`config.mk`:
```
export PLATFORM = sky130hd
export DESIGN_NAME = enemy_hittracker_flat
export DESIGN_NICKNAME = d
export VERILOG_FILES = /design/src/rtl/enemy_hittracker_if.sv /design/src/rtl/enemy_hittracker.sv /design/src/flat_wrapper.sv
export SDC_FILE = /design/constraint.sdc
export NUM_CORES = 1
export LEC_CHECK = 0
export BUFFER_PORTS_ARGS = -buffer_cell sky130_fd_sc_hd__buf_2
export CAP_MARGIN = 20
export CORE_MARGIN = 2
export CORE_UTILIZATION = 30
export DETAILED_ROUTE_END_ITERATION = 7
export GPL_TIMING_DRIVEN = 0
export PLACE_DENSITY = 0.51
export SYNTH_ARGS = -nofsm -noshare
export SYNTH_HDL_FRONTEND = slang
export SYNTH_SLANG_ARGS = --single-unit
```
`constraint.sdc`:
```
create_clock -name clk -period 2.5 [get_ports clk]
set_input_delay 0.125 -clock clk [delete_from_list [all_inputs] [get_ports clk]]
set_output_delay 0.125 -clock clk [all_outputs]
set_load 0.005 [all_outputs]
```
`src/rtl/enemy_hittracker_if.sv`:
```
// Pixel-rate bus between the enemy pipeline and the hit tracker.
// The master side drives the per-pixel requests; the slave side returns the tracker state.
interface enemy_hittracker_if #(
  parameter int AMOUNT_OF_ENEMIES = 2
) ();
  logic                         start_of_frame;
  logic                         pause;
  logic                         enemy_draw_req;
  logic [3:0]                   drawing_requestor_id;
  logic [2:0]                   shot_draw_req;
  logic [AMOUNT_OF_ENEMIES-1:0] alive_mask;
  logic [15:0]                  score;
  logic [7:0]                   wave_count;
  logic [2:0]                   shot_hit;
  logic                         kill_pulse;
  logic                         wave_clear;

  modport master (
    output start_of_frame, pause, enemy_draw_req, drawing_requestor_id, shot_draw_req,
    input  alive_mask, score, wave_count, shot_hit, kill_pulse, wave_clear
  );

  modport slave (
    input  start_of_frame, pause, enemy_draw_req, drawing_requestor_id, shot_draw_req,
    output alive_mask, score, wave_count, shot_hit, kill_pulse, wave_clear
  );
endinterface

```
`src/rtl/enemy_hittracker.sv`:
```
// Accumulates per-pixel enemy/shot overlaps over a frame and commits them at frame start
// into hit points, an alive mask, a saturating score and a wave counter.
module enemy_hittracker #(
  parameter int AMOUNT_OF_ENEMIES = 2,
  parameter int HIT_POINTS        = 2,
  parameter int POINTS_PER_KILL   = 10,
  parameter int WAVE_DELAY_FRAMES = 60
) (
  input  logic              clk,
  input  logic              reset,
  enemy_hittracker_if.slave bus
);
  localparam int          N          = AMOUNT_OF_ENEMIES;
  localparam logic [2:0]  HP_INIT    = 3'(HIT_POINTS);
  localparam logic [7:0]  LAST_FRAME = 8'(WAVE_DELAY_FRAMES - 1);
  localparam logic [16:0] PTS        = 17'(POINTS_PER_KILL);

  typedef enum logic [1:0] {
    RUN        = 2'd0,
    COMMIT     = 2'd1,
    WAVE_CLEAR = 2'd2,
    RELOAD     = 2'd3
  } state_t;

  state_t        state_q, state_d;
  logic [N-1:0]  alive_q, alive_d;
  logic [N-1:0]  hit_pend_q, hit_pend_d;
  logic [2:0]    hp_q [N];
  logic [2:0]    hp_d [N];
  logic [2:0]    shot_pend_q, shot_pend_d;
  logic [15:0]   score_q, score_d;
  logic [7:0]    wave_q, wave_d;
  logic [7:0]    frame_cnt_q, frame_cnt_d;
  logic [2:0]    shot_hit_q, shot_hit_d;
  logic          kill_pulse_q, kill_pulse_d;
  logic          wave_clear_q, wave_clear_d;

  logic          qual_en;
  logic [N-1:0]  enemy_hit;
  logic [N-1:0]  qual_enemy;
  logic [2:0]    qual_shot;
  logic [N-1:0]  kill_vec;
  logic [4:0]    kill_cnt;
  logic [16:0]   score_sum;

  // Qualified hits: ids outside 0..N-1 never match any enemy_hit bit.
  always_comb begin
    qual_en = !bus.pause && (state_q != WAVE_CLEAR);
    for (int i = 0; i < N; i++) begin
      enemy_hit[i] = bus.enemy_draw_req && (bus.drawing_requestor_id == 4'(i)) && alive_q[i];
    end
    qual_enemy = ((|bus.shot_draw_req) && qual_en) ? enemy_hit : {N{1'b0}};
    qual_shot  = ((|enemy_hit) && qual_en) ? bus.shot_draw_req : 3'b000;
  end

  // Kills and the clamped score for the pending hits of the closing frame.
  always_comb begin
    kill_cnt = 5'd0;
    for (int i = 0; i < N; i++) begin
      kill_vec[i] = hit_pend_q[i] && alive_q[i] && (hp_q[i] == 3'd1);
      kill_cnt    = kill_cnt + {4'd0, kill_vec[i]};
    end
    score_sum = {1'b0, score_q} + (17'(kill_cnt) * PTS);
  end

  // Next-state and register-input logic.
  always_comb begin
    state_d      = state_q;
    alive_d      = alive_q;
    hit_pend_d   = hit_pend_q;
    shot_pend_d  = shot_pend_q;
    hp_d         = hp_q;
    score_d      = score_q;
    wave_d       = wave_q;
    frame_cnt_d  = frame_cnt_q;
    shot_hit_d   = 3'b000;
    kill_pulse_d = 1'b0;
    case (state_q)
      RUN: begin
        hit_pend_d  = hit_pend_q | qual_enemy;
        shot_pend_d = shot_pend_q | qual_shot;
        if (bus.start_of_frame && !bus.pause) begin
          state_d = COMMIT;
        end else begin
          state_d = RUN;
        end
      end
      COMMIT: begin
        for (int i = 0; i < N; i++) begin
          if (hit_pend_q[i] && alive_q[i] && (hp_q[i] != 3'd0)) begin
            hp_d[i] = hp_q[i] - 3'd1;
          end else begin
            hp_d[i] = hp_q[i];
          end
        end
        alive_d      = alive_q & ~kill_vec;
        score_d      = score_sum[16] ? 16'hFFFF : score_sum[15:0];
        shot_hit_d   = shot_pend_q;
        kill_pulse_d = (kill_cnt != 5'd0);
        // Hits seen during the commit cycle open the next frame's accumulation.
        hit_pend_d   = qual_enemy;
        shot_pend_d  = qual_shot;
        if (alive_d == {N{1'b0}}) begin
          state_d     = WAVE_CLEAR;
          frame_cnt_d = 8'd0;
        end else begin
          state_d = RUN;
        end
      end
      WAVE_CLEAR: begin
        if (bus.start_of_frame && !bus.pause) begin
          frame_cnt_d = frame_cnt_q + 8'd1;
          if (frame_cnt_q == LAST_FRAME) begin
            state_d = RELOAD;
          end else begin
            state_d = WAVE_CLEAR;
          end
        end else begin
          state_d = WAVE_CLEAR;
        end
      end
      RELOAD: begin
        alive_d     = {N{1'b1}};
        for (int i = 0; i < N; i++) begin
          hp_d[i] = HP_INIT;
        end
        wave_d      = wave_q + 8'd1;
        hit_pend_d  = {N{1'b0}};
        shot_pend_d = 3'b000;
        state_d     = RUN;
      end
      default: begin
        state_d = RUN;
      end
    endcase
    wave_clear_d = (state_d == WAVE_CLEAR);
  end

  // State registers with synchronous reset.
  always_ff @(posedge clk) begin
    if (reset) begin
      state_q      <= RUN;
      alive_q      <= {N{1'b1}};
      hit_pend_q   <= {N{1'b0}};
      shot_pend_q  <= 3'b000;
      for (int i = 0; i < N; i++) begin
        hp_q[i] <= HP_INIT;
      end
      score_q      <= 16'd0;
      wave_q       <= 8'd0;
      frame_cnt_q  <= 8'd0;
      shot_hit_q   <= 3'b000;
      kill_pulse_q <= 1'b0;
      wave_clear_q <= 1'b0;
    end else begin
      state_q      <= state_d;
      alive_q      <= alive_d;
      hit_pend_q   <= hit_pend_d;
      shot_pend_q  <= shot_pend_d;
      hp_q         <= hp_d;
      score_q      <= score_d;
      wave_q       <= wave_d;
      frame_cnt_q  <= frame_cnt_d;
      shot_hit_q   <= shot_hit_d;
      kill_pulse_q <= kill_pulse_d;
      wave_clear_q <= wave_clear_d;
    end
  end

  assign bus.alive_mask = alive_q;
  assign bus.score      = score_q;
  assign bus.wave_count = wave_q;
  assign bus.shot_hit   = shot_hit_q;
  assign bus.kill_pulse = kill_pulse_q;
  assign bus.wave_clear = wave_clear_q;
endmodule

```
`src/flat_wrapper.sv`:
```
// flat-port wrapper written by rule: the top's interface ports become plain ports
module enemy_hittracker_flat 
#(
  parameter int AMOUNT_OF_ENEMIES = 2,
  parameter int HIT_POINTS        = 2,
  parameter int POINTS_PER_KILL   = 10,
  parameter int WAVE_DELAY_FRAMES = 60
)
  (clk, reset, bus_start_of_frame, bus_pause, bus_enemy_draw_req, bus_drawing_requestor_id, bus_shot_draw_req, bus_alive_mask, bus_score, bus_wave_count, bus_shot_hit, bus_kill_pulse, bus_wave_clear);
  enemy_hittracker_if #(.AMOUNT_OF_ENEMIES(AMOUNT_OF_ENEMIES)) bus_i ();
  input  logic clk;
  input  logic reset;
  input wire logic [$bits(bus_i.start_of_frame)-1:0] bus_start_of_frame;
  input wire logic [$bits(bus_i.pause)-1:0] bus_pause;
  input wire logic [$bits(bus_i.enemy_draw_req)-1:0] bus_enemy_draw_req;
  input wire logic [$bits(bus_i.drawing_requestor_id)-1:0] bus_drawing_requestor_id;
  input wire logic [$bits(bus_i.shot_draw_req)-1:0] bus_shot_draw_req;
  output wire logic [$bits(bus_i.alive_mask)-1:0] bus_alive_mask;
  output wire logic [$bits(bus_i.score)-1:0] bus_score;
  output wire logic [$bits(bus_i.wave_count)-1:0] bus_wave_count;
  output wire logic [$bits(bus_i.shot_hit)-1:0] bus_shot_hit;
  output wire logic [$bits(bus_i.kill_pulse)-1:0] bus_kill_pulse;
  output wire logic [$bits(bus_i.wave_clear)-1:0] bus_wave_clear;
  assign bus_i.start_of_frame = bus_start_of_frame;
  assign bus_i.pause = bus_pause;
  assign bus_i.enemy_draw_req = bus_enemy_draw_req;
  assign bus_i.drawing_requestor_id = bus_drawing_requestor_id;
  assign bus_i.shot_draw_req = bus_shot_draw_req;
  assign bus_alive_mask = bus_i.alive_mask;
  assign bus_score = bus_i.score;
  assign bus_wave_count = bus_i.wave_count;
  assign bus_shot_hit = bus_i.shot_hit;
  assign bus_kill_pulse = bus_i.kill_pulse;
  assign bus_wave_clear = bus_i.wave_clear;
  enemy_hittracker #(.AMOUNT_OF_ENEMIES(AMOUNT_OF_ENEMIES), .HIT_POINTS(HIT_POINTS), .POINTS_PER_KILL(POINTS_PER_KILL), .WAVE_DELAY_FRAMES(WAVE_DELAY_FRAMES)) u_core (.clk(clk), .reset(reset), .bus(bus_i));
endmodule
```
==> impl_metrics.toml, run 1 <==
[global_route]
grt_pass1_wl_um = 11400
grt_overflow_total = 0
grt_max_degree = 16
grt_usage_pct = 13.8
first_global_vias = 2355
antenna_found_initial = 0

[cells_and_area]
layout_commonest_cell = "dfxtp_1"
diodes = 0
nets = 417
synthToLayoutAreaGrowth_pct = 21.5
multiInputGateArea_um2 = 1770
fillCellCount = 960
final_cell_mix = "47 x dfxtp_1, 42 x nor2_1, 42 x buf_2"
final_layout_size_suffix_gt1_share_pct = 23.8
seq_area_um2 = 1050
fin_area_um2 = 3420

[run]
maxCapViolations = 0

[floorplanning]
coreArea_um2 = 9150
ioPinCount = 43
die-width_um = 101
start_util_pct = 30.8
die_area_um2 = 10200
rows = 35
die_y_um = 101

[pwr]
power_density_nw_per_um2 = 417
power_mw = 1.43
irDropWorstVdd_mv = 0.174
p_leak_nw = 1.33

[synth]
ys.flop_type = "dfxtp_1"
synth_top_cell_area_share_pct = 37.0
ys_top_cells_by_area = "dfxtp_1 37%, ha_1 8.9%, nor2_1 5.6%, xor2_1 5.3%, a21oi_1 4.4%"
ys_seq_area_share_pct = 37.0
avgSynthCellArea_um2 = 8.48
synth_nets = 364
yosys.area.top_type = "dfxtp_1"
ys.warnings.count = 0
synth.distinct_cells = 52
syn_inst = 332
synth_area_um2 = 2820
ys_ff_latch = 52
synth_edf_count = 0
async_flop_share_pct = 0

[detailed_routing]
maxUsedRoutingLayer = "met4"
wl_met3_um = 235
dr.pass1.iters = 4
drtIter0Drc = 108
drc = 0
wl_um = 6830
wl_per_cell_um = 13.7
vias = 2499
wl_met1_um = 3400
vias_per_cell = 5.03
wl_met2_um = 3130
drtAntennaViolNets = 0

[clock_network]
clkTransAtPathRegs_ns = 0.09
cts-buffers-inserted = 5
clock_latency_ns = 0.31
root_buffer = "clkbuf_8"
cts_max_level = 2
cts_sinks = 52
cts_tree = "built"
clockBufferDepth = 2

[timing]
skew_ns = 0.00614
fmax_mhz = 418
finalHoldViolCount = 0
slew_headroom_pct = 58.3
finalCriticalPeriod_ns = 2.39
tightest_slew_ns = 0.626
timing.final.max_slew_violations = 0
setup_violations = 0
rsz0062_at_grt = "no"
fin_ws_ns = 0.105
period_share_pct = 95.8

[critical_path]
r2r_start = "u_core.hp_q[3]"
arrival_ns = 2.63
end_kind = "flip-flop"
crit_type = "flip-flop to flip-flop"
start_kind = "flip-flop"
crit_fanout = 6
required_ns = 2.73
crit_start = "u_core.hp_q[3]"

[outcome]
status = "finished, final reports clean"

[placement]
preCtsSetupSlack_ns = -0.155
portBuffers = 41
place_area_um2 = 3210
routabilityCongestion = 0.822
hpwl_um = 4930

[worst_hold_path]
hold_start = "bus_shot_draw_req[2]"
min_path_type = "primary input to flip-flop"
worst max-delay path: stages (launching register included):
cell and delay, ns:
dfxtp_4 0.38, ha_4 0.13, nor3b_4 0.23, inv_2 0.07, ha_4 0.27, ha_4 0.30
nand4b_1 0.20, a31oi_2 0.26, o21a_1 0.20, nor2_1 0.05, a211oi_1 0.21
where the power goes:
group | total [mW] | switching, mW | internal [mW]
clock | 0.516 | 0.291 | 0.226
combinational | 0.0793 | 0.0507 | 0.0286
sequential | 0.833 | 0.00417 | 0.829
cell usage after synthesis (2+ instances only):
library cell	count
a211o_1	3
a211oi_1	8
a21oi_1	25
a22oi_1	3
a31oi_1	6
a41o_1	2
and2_1	7
and3_1	9
and3b_1	2
buf_6	3
clkbuf_1	8
dfxtp_1	52
ha_1	20
inv_1	14
mux2i_1	2
nand2_1	23
nand2b_1	3
nand3_1	11
nand3b_1	4
nand4_1	13
nand4b_1	2
nor2_1	42
nor2b_1	2
nor3_1	12
o21a_1	2
o21ai_0	5
o21ai_1	3
o21bai_1	2
o22ai_1	2
or3_1	3
xnor2_1	2
xor2_1	17
layer usage:
layer / global-route usage [%] / up-vias
met5: 0 / -
met3: 3.40 / 8
met2: 22.5 / 39
li1: - / 1295
met4: 3.12 / 0
met1: 18.6 / 1157
kinds of logic (layout without fill, tap and decap cells):
group | after synthesis | in the layout | share of synthesized area [%]
AND/OR/NAND/NOR | 142 | 142 | 26.9
XOR/XNOR | 19 | 19 | 5.91
buffers and inverters | 28 | 82 | 4.58
adder cells (fa/ha/maj) | 20 | 20 | 8.88
AO/OA/AOI/OAI | 69 | 69 | 16.0
multiplexers | 2 | 2 | 0.711
flip-flops | 52 | 52 | 37.0
final cells by class:
class | instances | area share (%)
plain buffers | 12 | 1.79
clock buffers | 7 | 2.52
clock inverters | 1 | 0.219
inverters | 15 | 1.64
multi-input cells | 252 | 51.6
flip-flops and latches | 52 | 30.8
well taps | 111 | 4.06
repair buffers | 47 | 7.31
state kept, by name, summed over array words and instances (netlist names), 2 cells and up:
signal / cells
u_core.bus.score: 16
u_core.bus.wave_count: 8
u_core.frame_cnt_q: 8
u_core.hp_q: 6
u_core.bus.shot_hit: 3
u_core.shot_pend_q: 3
u_core.bus.alive_mask: 2
u_core.hit_pend_q: 2
u_core.state_q: 2
repair_timing:
item                                    4_1_cts  5_1_grt
hold endpoints to repair                      0        0
endpoints found under the setup margin       16       15
cloned                                        0        0
hold buffers                                  0        0
buffers inserted                              2        4
pin swaps                                     3       10
resized for setup                            13       14
through the flow:
stage	cells	hold WS, ns	TNS (ns)	util [%]
2_1_floorplan	332	0.285	0	-
3_3_place_gp	484	0.407	-1.29	35.1
3_5_place_dp	484	0.399	-1.42	35.1
4_1_cts	494	0.0742	0	36.5
5_1_grt	497	0.0964	0	37.4
6_report	497	0.0788	0	37.4
final timing paths:
check | slack (ns) | cells past startpoint | to
worst max register to register | 0.11 | 10 | u_core.bus.score[2]
worst max-delay path | 0.11 | 10 | u_core.bus.score[2]
worst min register to register | 0.45 | 2 | u_core.bus.score[0]
worst min-delay path | 0.08 | 3 | u_core.shot_pend_q[2]
(Power assumes the default switching activity.)
==> run 2, diff against run 1 <==
--- a/config.mk
+++ b/config.mk
@@ -7,6 +7,7 @@
 export LEC_CHECK = 0
 export BUFFER_PORTS_ARGS = -buffer_cell sky130_fd_sc_hd__buf_2
 export CAP_MARGIN = 20
+export CORE_ASPECT_RATIO = 1.5
 export CORE_MARGIN = 2
 export CORE_UTILIZATION = 30
 export DETAILED_ROUTE_END_ITERATION = 7
==> run 2 against run 1 <==
Net effect: highest routed layer unchanged; first-iteration DRC count shrank 23%; clock power grew 41%; register-to-register slack lost 0.05 ns; total power grew 15%; clock skew grew 0.0015 ns; count of clock-buffer cells in the layout shrank 2; non-clock buffer count grew 7; setup slack lost 0.049 ns; global-route usage shrank 0.21 points; combinational power shrank 1%; wire length grew 2.8%; largest power group unchanged; utilization grew 1.2 points.
==> impl_metrics.toml, run 2 (same netlist as run 1, synthesis figures left out) <==
[clock_network]
cts_max_level = 2
clock_latency_ns = 0.30
root_buffer = "clkbuf_16"
cts_tree = "built"
cts-buffers-inserted = 5
cts_sinks = 52
clockBufferDepth = 2
clkTransAtPathRegs_ns = 0.08

[timing]
period_share_pct = 97.7
skew_ns = 0.00765
finalCriticalPeriod_ns = 2.44
tightest_slew_ns = 0.620
fin_ws_ns = 0.0563
fmax_mhz = 409
timing.final.max_slew_violations = 0
slew_headroom_pct = 58.7
setup_tns_ns = 0
finalHoldViolCount = 0
rsz0062_at_grt = "yes"
setup_violations = 0

[cells_and_area]
layout_commonest_cell = "dfxtp_1"
fillCellCount = 955
final_cell_mix = "47 x dfxtp_1, 42 x nor2_1, 42 x buf_2"
multiInputGateArea_um2 = 1790
final_layout_size_suffix_gt1_share_pct = 26.2
nets = 424
largest_register_ffs = 16
seq_area_um2 = 1050
synthToLayoutAreaGrowth_pct = 26.3
fin_area_um2 = 3560
diodes = 0
fin_util_pct = 38.7

[critical_path]
end_kind = "flip-flop"
required_ns = 2.72
crit_start = "u_core.hp_q[1]"
crit_type = "flip-flop to flip-flop"
r2r_start = "u_core.hp_q[1]"
arrival_ns = 2.66
crit_fanout = 9
start_kind = "flip-flop"

[placement]
routabilityCongestion = 0.845
preCtsSetupSlack_ns = -0.173
portBuffers = 41
place_area_um2 = 3210
hpwl_um = 5150

[floorplanning]
start_util_pct = 30.6
rows = 43
ioPinCount = 43
die_y_um = 123
die-width_um = 83.1
coreArea_um2 = 9200
die_area_um2 = 10200

[global_route]
antenna_found_initial = 0
grt_max_degree = 19
grt_overflow_total = 0
grt_usage_pct = 13.6
first_global_vias = 2332
grt_pass1_wl_um = 11300

[detailed_routing]
vias = 2551
wl_per_cell_um = 13.9
drtAntennaViolNets = 0
wl_met3_um = 211
maxUsedRoutingLayer = "met4"
dr.pass1.iters = 4
wl_met1_um = 3010
wl_met2_um = 3660
wl_um = 7020
vias_per_cell = 5.05
drtIter0Drc = 83
drc = 0

[worst_hold_path]
min_path_type = "primary input to flip-flop"
hold_start = "bus_shot_draw_req[0]"

[run]
maxCapViolations = 0

[pwr]
power_mw = 1.64
p_leak_nw = 1.38
irDropWorstVdd_mv = 0.406
power_density_nw_per_um2 = 461

[outcome]
status = "finished, final reports clean"
-- run 2: repair_timing --
action	in CTS	in global routing
hold buffers	0	0
setup buffers	5	7
setup endpoints to repair	16	16
pin swaps	3	8
gates resized for setup	13	17
endpoints found under the hold margin	0	0
-- run 2: worst paths after layout --
check	end	slack (ns)	cells after the start
max	u_core.bus.score[10]	0.06	12
min	u_core.shot_pend_q[0]	0.1	3
max reg2reg	u_core.bus.score[10]	0.06	12
min reg2reg	u_core.bus.score[0]	0.46	2
-- run 2: final cells by class --
cell class	count	area share (%)
multi-input combinational	252	50.2
inverter	15	1.58
clock buffer	5	3.52
sequential	52	29.6
clock inverter	3	0.774
tap	112	3.94
timing repair buffer	53	8.30
buffer	13	2.04
-- run 2: worst max-delay path, stage by stage, from the launching register on --
cell and delay, ns:
dfxtp_2 0.33, inv_2 0.07, ha_4 0.12, and3b_2 0.19, nand2_2 0.08, ha_4 0.34, ha_4 0.22, and3_4 0.18
nand4b_4 0.17, and2_4 0.15, buf_6 0.13, and3_1 0.17, a311oi_2 0.22
-- run 2: stage by stage --
| step | cells | hold slack (ns) |
|---|---|---|
| finish | 505 | 0.0988 |
| global route | 505 | 0.126 |
| CTS | 498 | 0.0975 |
| detailed placement | 485 | 0.409 |
| global placement | 485 | 0.400 |
| floorplan | 332 | 0.285 |
-- run 2: layer usage --
layer  global-route usage (%)  vias up
met5                        0        -
met4                     5.74        0
met3                     2.62        8
met2                     24.7       42
met1                     15.6     1197
li1                         -     1304
-- run 2: where the power goes --
group / leakage (nW) / internal (mW) / total [mW] / switching [mW]
Combinational: 0.892 / 0.0288 / 0.0782 / 0.0494
Sequential: 0.421 / 0.829 / 0.834 / 0.00458
Clock: 0.0719 / 0.381 / 0.726 / 0.345
==> run 3, diff against run 2 <==
--- a/config.mk
+++ b/config.mk
@@ -7,7 +7,7 @@
 export LEC_CHECK = 0
 export BUFFER_PORTS_ARGS = -buffer_cell sky130_fd_sc_hd__buf_2
 export CAP_MARGIN = 20
-export CORE_ASPECT_RATIO = 1.5
+export CORE_ASPECT_RATIO = 1.4
 export CORE_MARGIN = 2
 export CORE_UTILIZATION = 30
 export DETAILED_ROUTE_END_ITERATION = 7
==> run 3 against run 2 <==
Net effect: sequential power is essentially flat; fmax grew 2.2%; hold slack gained 0.0055 ns; count of clock-buffer cells in the layout is the same; combinational power shrank 0.9%; total power shrank 3.4%.
==> impl_metrics.toml, run 3 (same netlist as run 1, synthesis figures left out) <==
[critical_path]
arrival_ns = 2.60
crit_start = "u_core.hp_q[1]"
r2r_end = "u_core.bus.score[10]"
cp-endpoint = "u_core.bus.score[10]"
rrSetupSlack_ns = 0.11
start_kind = "flip-flop"
crit_fanout = 5
required_ns = 2.70
r2r_start = "u_core.hp_q[1]"
crit_type = "flip-flop to flip-flop"
r2r_cells = 11
end_kind = "flip-flop"

[cells_and_area]
layout_commonest_cell = "dfxtp_1"
fillCellCount = 952
final_cell_mix = "48 x dfxtp_1, 42 x buf_2, 41 x nor2_1"
synthToLayoutAreaGrowth_pct = 23.8
multiInputGateArea_um2 = 1790
diodes = 0
largest_register_ffs = 16
nets = 418
final_layout_size_suffix_gt1_share_pct = 23.6
fin_util_pct = 38.4
fin_area_um2 = 3490
seq_area_um2 = 1050

[timing]
whs_ns = 0.104
skew_ns = 0.00745
timing.final.max_slew_violations = 0
finalHoldViolCount = 0
period_share_pct = 95.7
rsz0062_at_grt = "yes"
slew_headroom_pct = 59.2
finalCriticalPeriod_ns = 2.39
setup_violations = 0
tightest_slew_ns = 0.612
fmax_mhz = 418

[global_route]
grt_usage_pct = 13.7
grt_overflow_total = 0
grt_max_degree = 16
antenna_found_initial = 0
first_global_vias = 2410
grt_pass1_wl_um = 11400

[pwr]
p_leak_nw = 1.35
power_density_nw_per_um2 = 454
irDropWorstVdd_mv = 0.231

[clock_network]
root_buffer = "clkbuf_16"
clkTransAtPathRegs_ns = 0.07
clock_latency_ns = 0.29
cts_sinks = 52
cts_max_level = 2
clockBufferDepth = 2
cts-buffers-inserted = 5
cts_hold_buf = 0
cts_tree = "built"

[detailed_routing]
wl_per_cell_um = 13.9
drc = 0
vias = 2517
wl_um = 6840
vias_per_cell = 5.11
drtAntennaViolNets = 0
drtIter0Drc = 121
dr.pass1.iters = 6

[run]
maxCapViolations = 0

[floorplanning]
start_util_pct = 31.0
ioPinCount = 43
die_area_um2 = 10200
die-width_um = 85.9
coreArea_um2 = 9080
die_y_um = 119
rows = 41

[placement]
routabilityCongestion = 0.808
hpwl_um = 5000
place_area_um2 = 3210
portBuffers = 41

[outcome]
status = "finished, final reports clean"

[worst_hold_path]
min_path_type = "primary input to flip-flop"
==> run 3: area by class of cell <==
cell class / instances / area share [%]
inverter: 15 / 1.62
tap: 107 / 3.84
clock buffer: 5 / 3.59
timing repair buffer: 47 / 7.29
buffer: 12 / 1.76
clock inverter: 2 / 0.359
multi-input combinational: 253 / 51.5
sequential: 52 / 30.1
==> run 3: what timing repair did <==
| action | CTS | global route |
|---|---|---|
| setup endpoints to repair | 16 | 16 |
| buffers inserted | 3 | 3 |
| cloned | 0 | 1 |
| pin swaps | 2 | 12 |
| resized for setup | 13 | 14 |
==> run 3: worst min path at each step <==
stage,from,slack [ns],end,depth (start not counted)
4_1_cts,bus_shot_draw_req[1],0.11,u_core.shot_pend_q[1],3
5_1_grt,bus_shot_draw_req[1],0.14,u_core.shot_pend_q[1],3
3_5_place_dp,bus_shot_draw_req[2],0.40,u_core.shot_pend_q[2],3
6_report,bus_shot_draw_req[1],0.10,u_core.shot_pend_q[1],3
3_3_place_gp,bus_shot_draw_req[1],0.41,u_core.shot_pend_q[1],3
2_1_floorplan,bus_shot_draw_req[0],0.29,u_core.shot_pend_q[0],2
==> run 3: worst max-delay path, stage by stage, from the launching register on <==
cell,delay (ns)
dfxtp_2,0.32
inv_2,0.08
ha_4,0.13
and3b_1,0.19
nand2_2,0.09
ha_4,0.34
ha_4,0.21
and3_4,0.18
nand4b_4,0.18
and2_4,0.18
and3_1,0.16
a311oi_1,0.22
==> run 3: where the power goes <==
| group | total, mW | leakage, nW | switching (mW) | internal, mW |
|---|---|---|---|---|
| clock | 0.669 | 0.0657 | 0.305 | 0.364 |
| sequential | 0.835 | 0.420 | 0.00457 | 0.831 |
| combinational | 0.0775 | 0.862 | 0.0489 | 0.0286 |
==> run 3: per-stage QoR <==
step                      power [mW]  worst slack [ns]  cells  setup TNS [ns]
final                           1.58             0.108    493               0
after CTS                       1.60            0.0110    490               0
after detailed placement       0.933            -0.228    480           -1.77
after floorplan                0.903            0.0720    332               0
after global routing            1.65           -0.0471    493          -0.171
after global placement         0.933            -0.198    480           -1.55
==> run 3: layer usage <==
layer	up-vias	track usage [%]	wire length, um
met5	-	0	0
met4	0	2.38	51
met3	5	3.35	248
met2	40	23.7	3360
met1	1183	17.2	3180
li1	1289	-	-
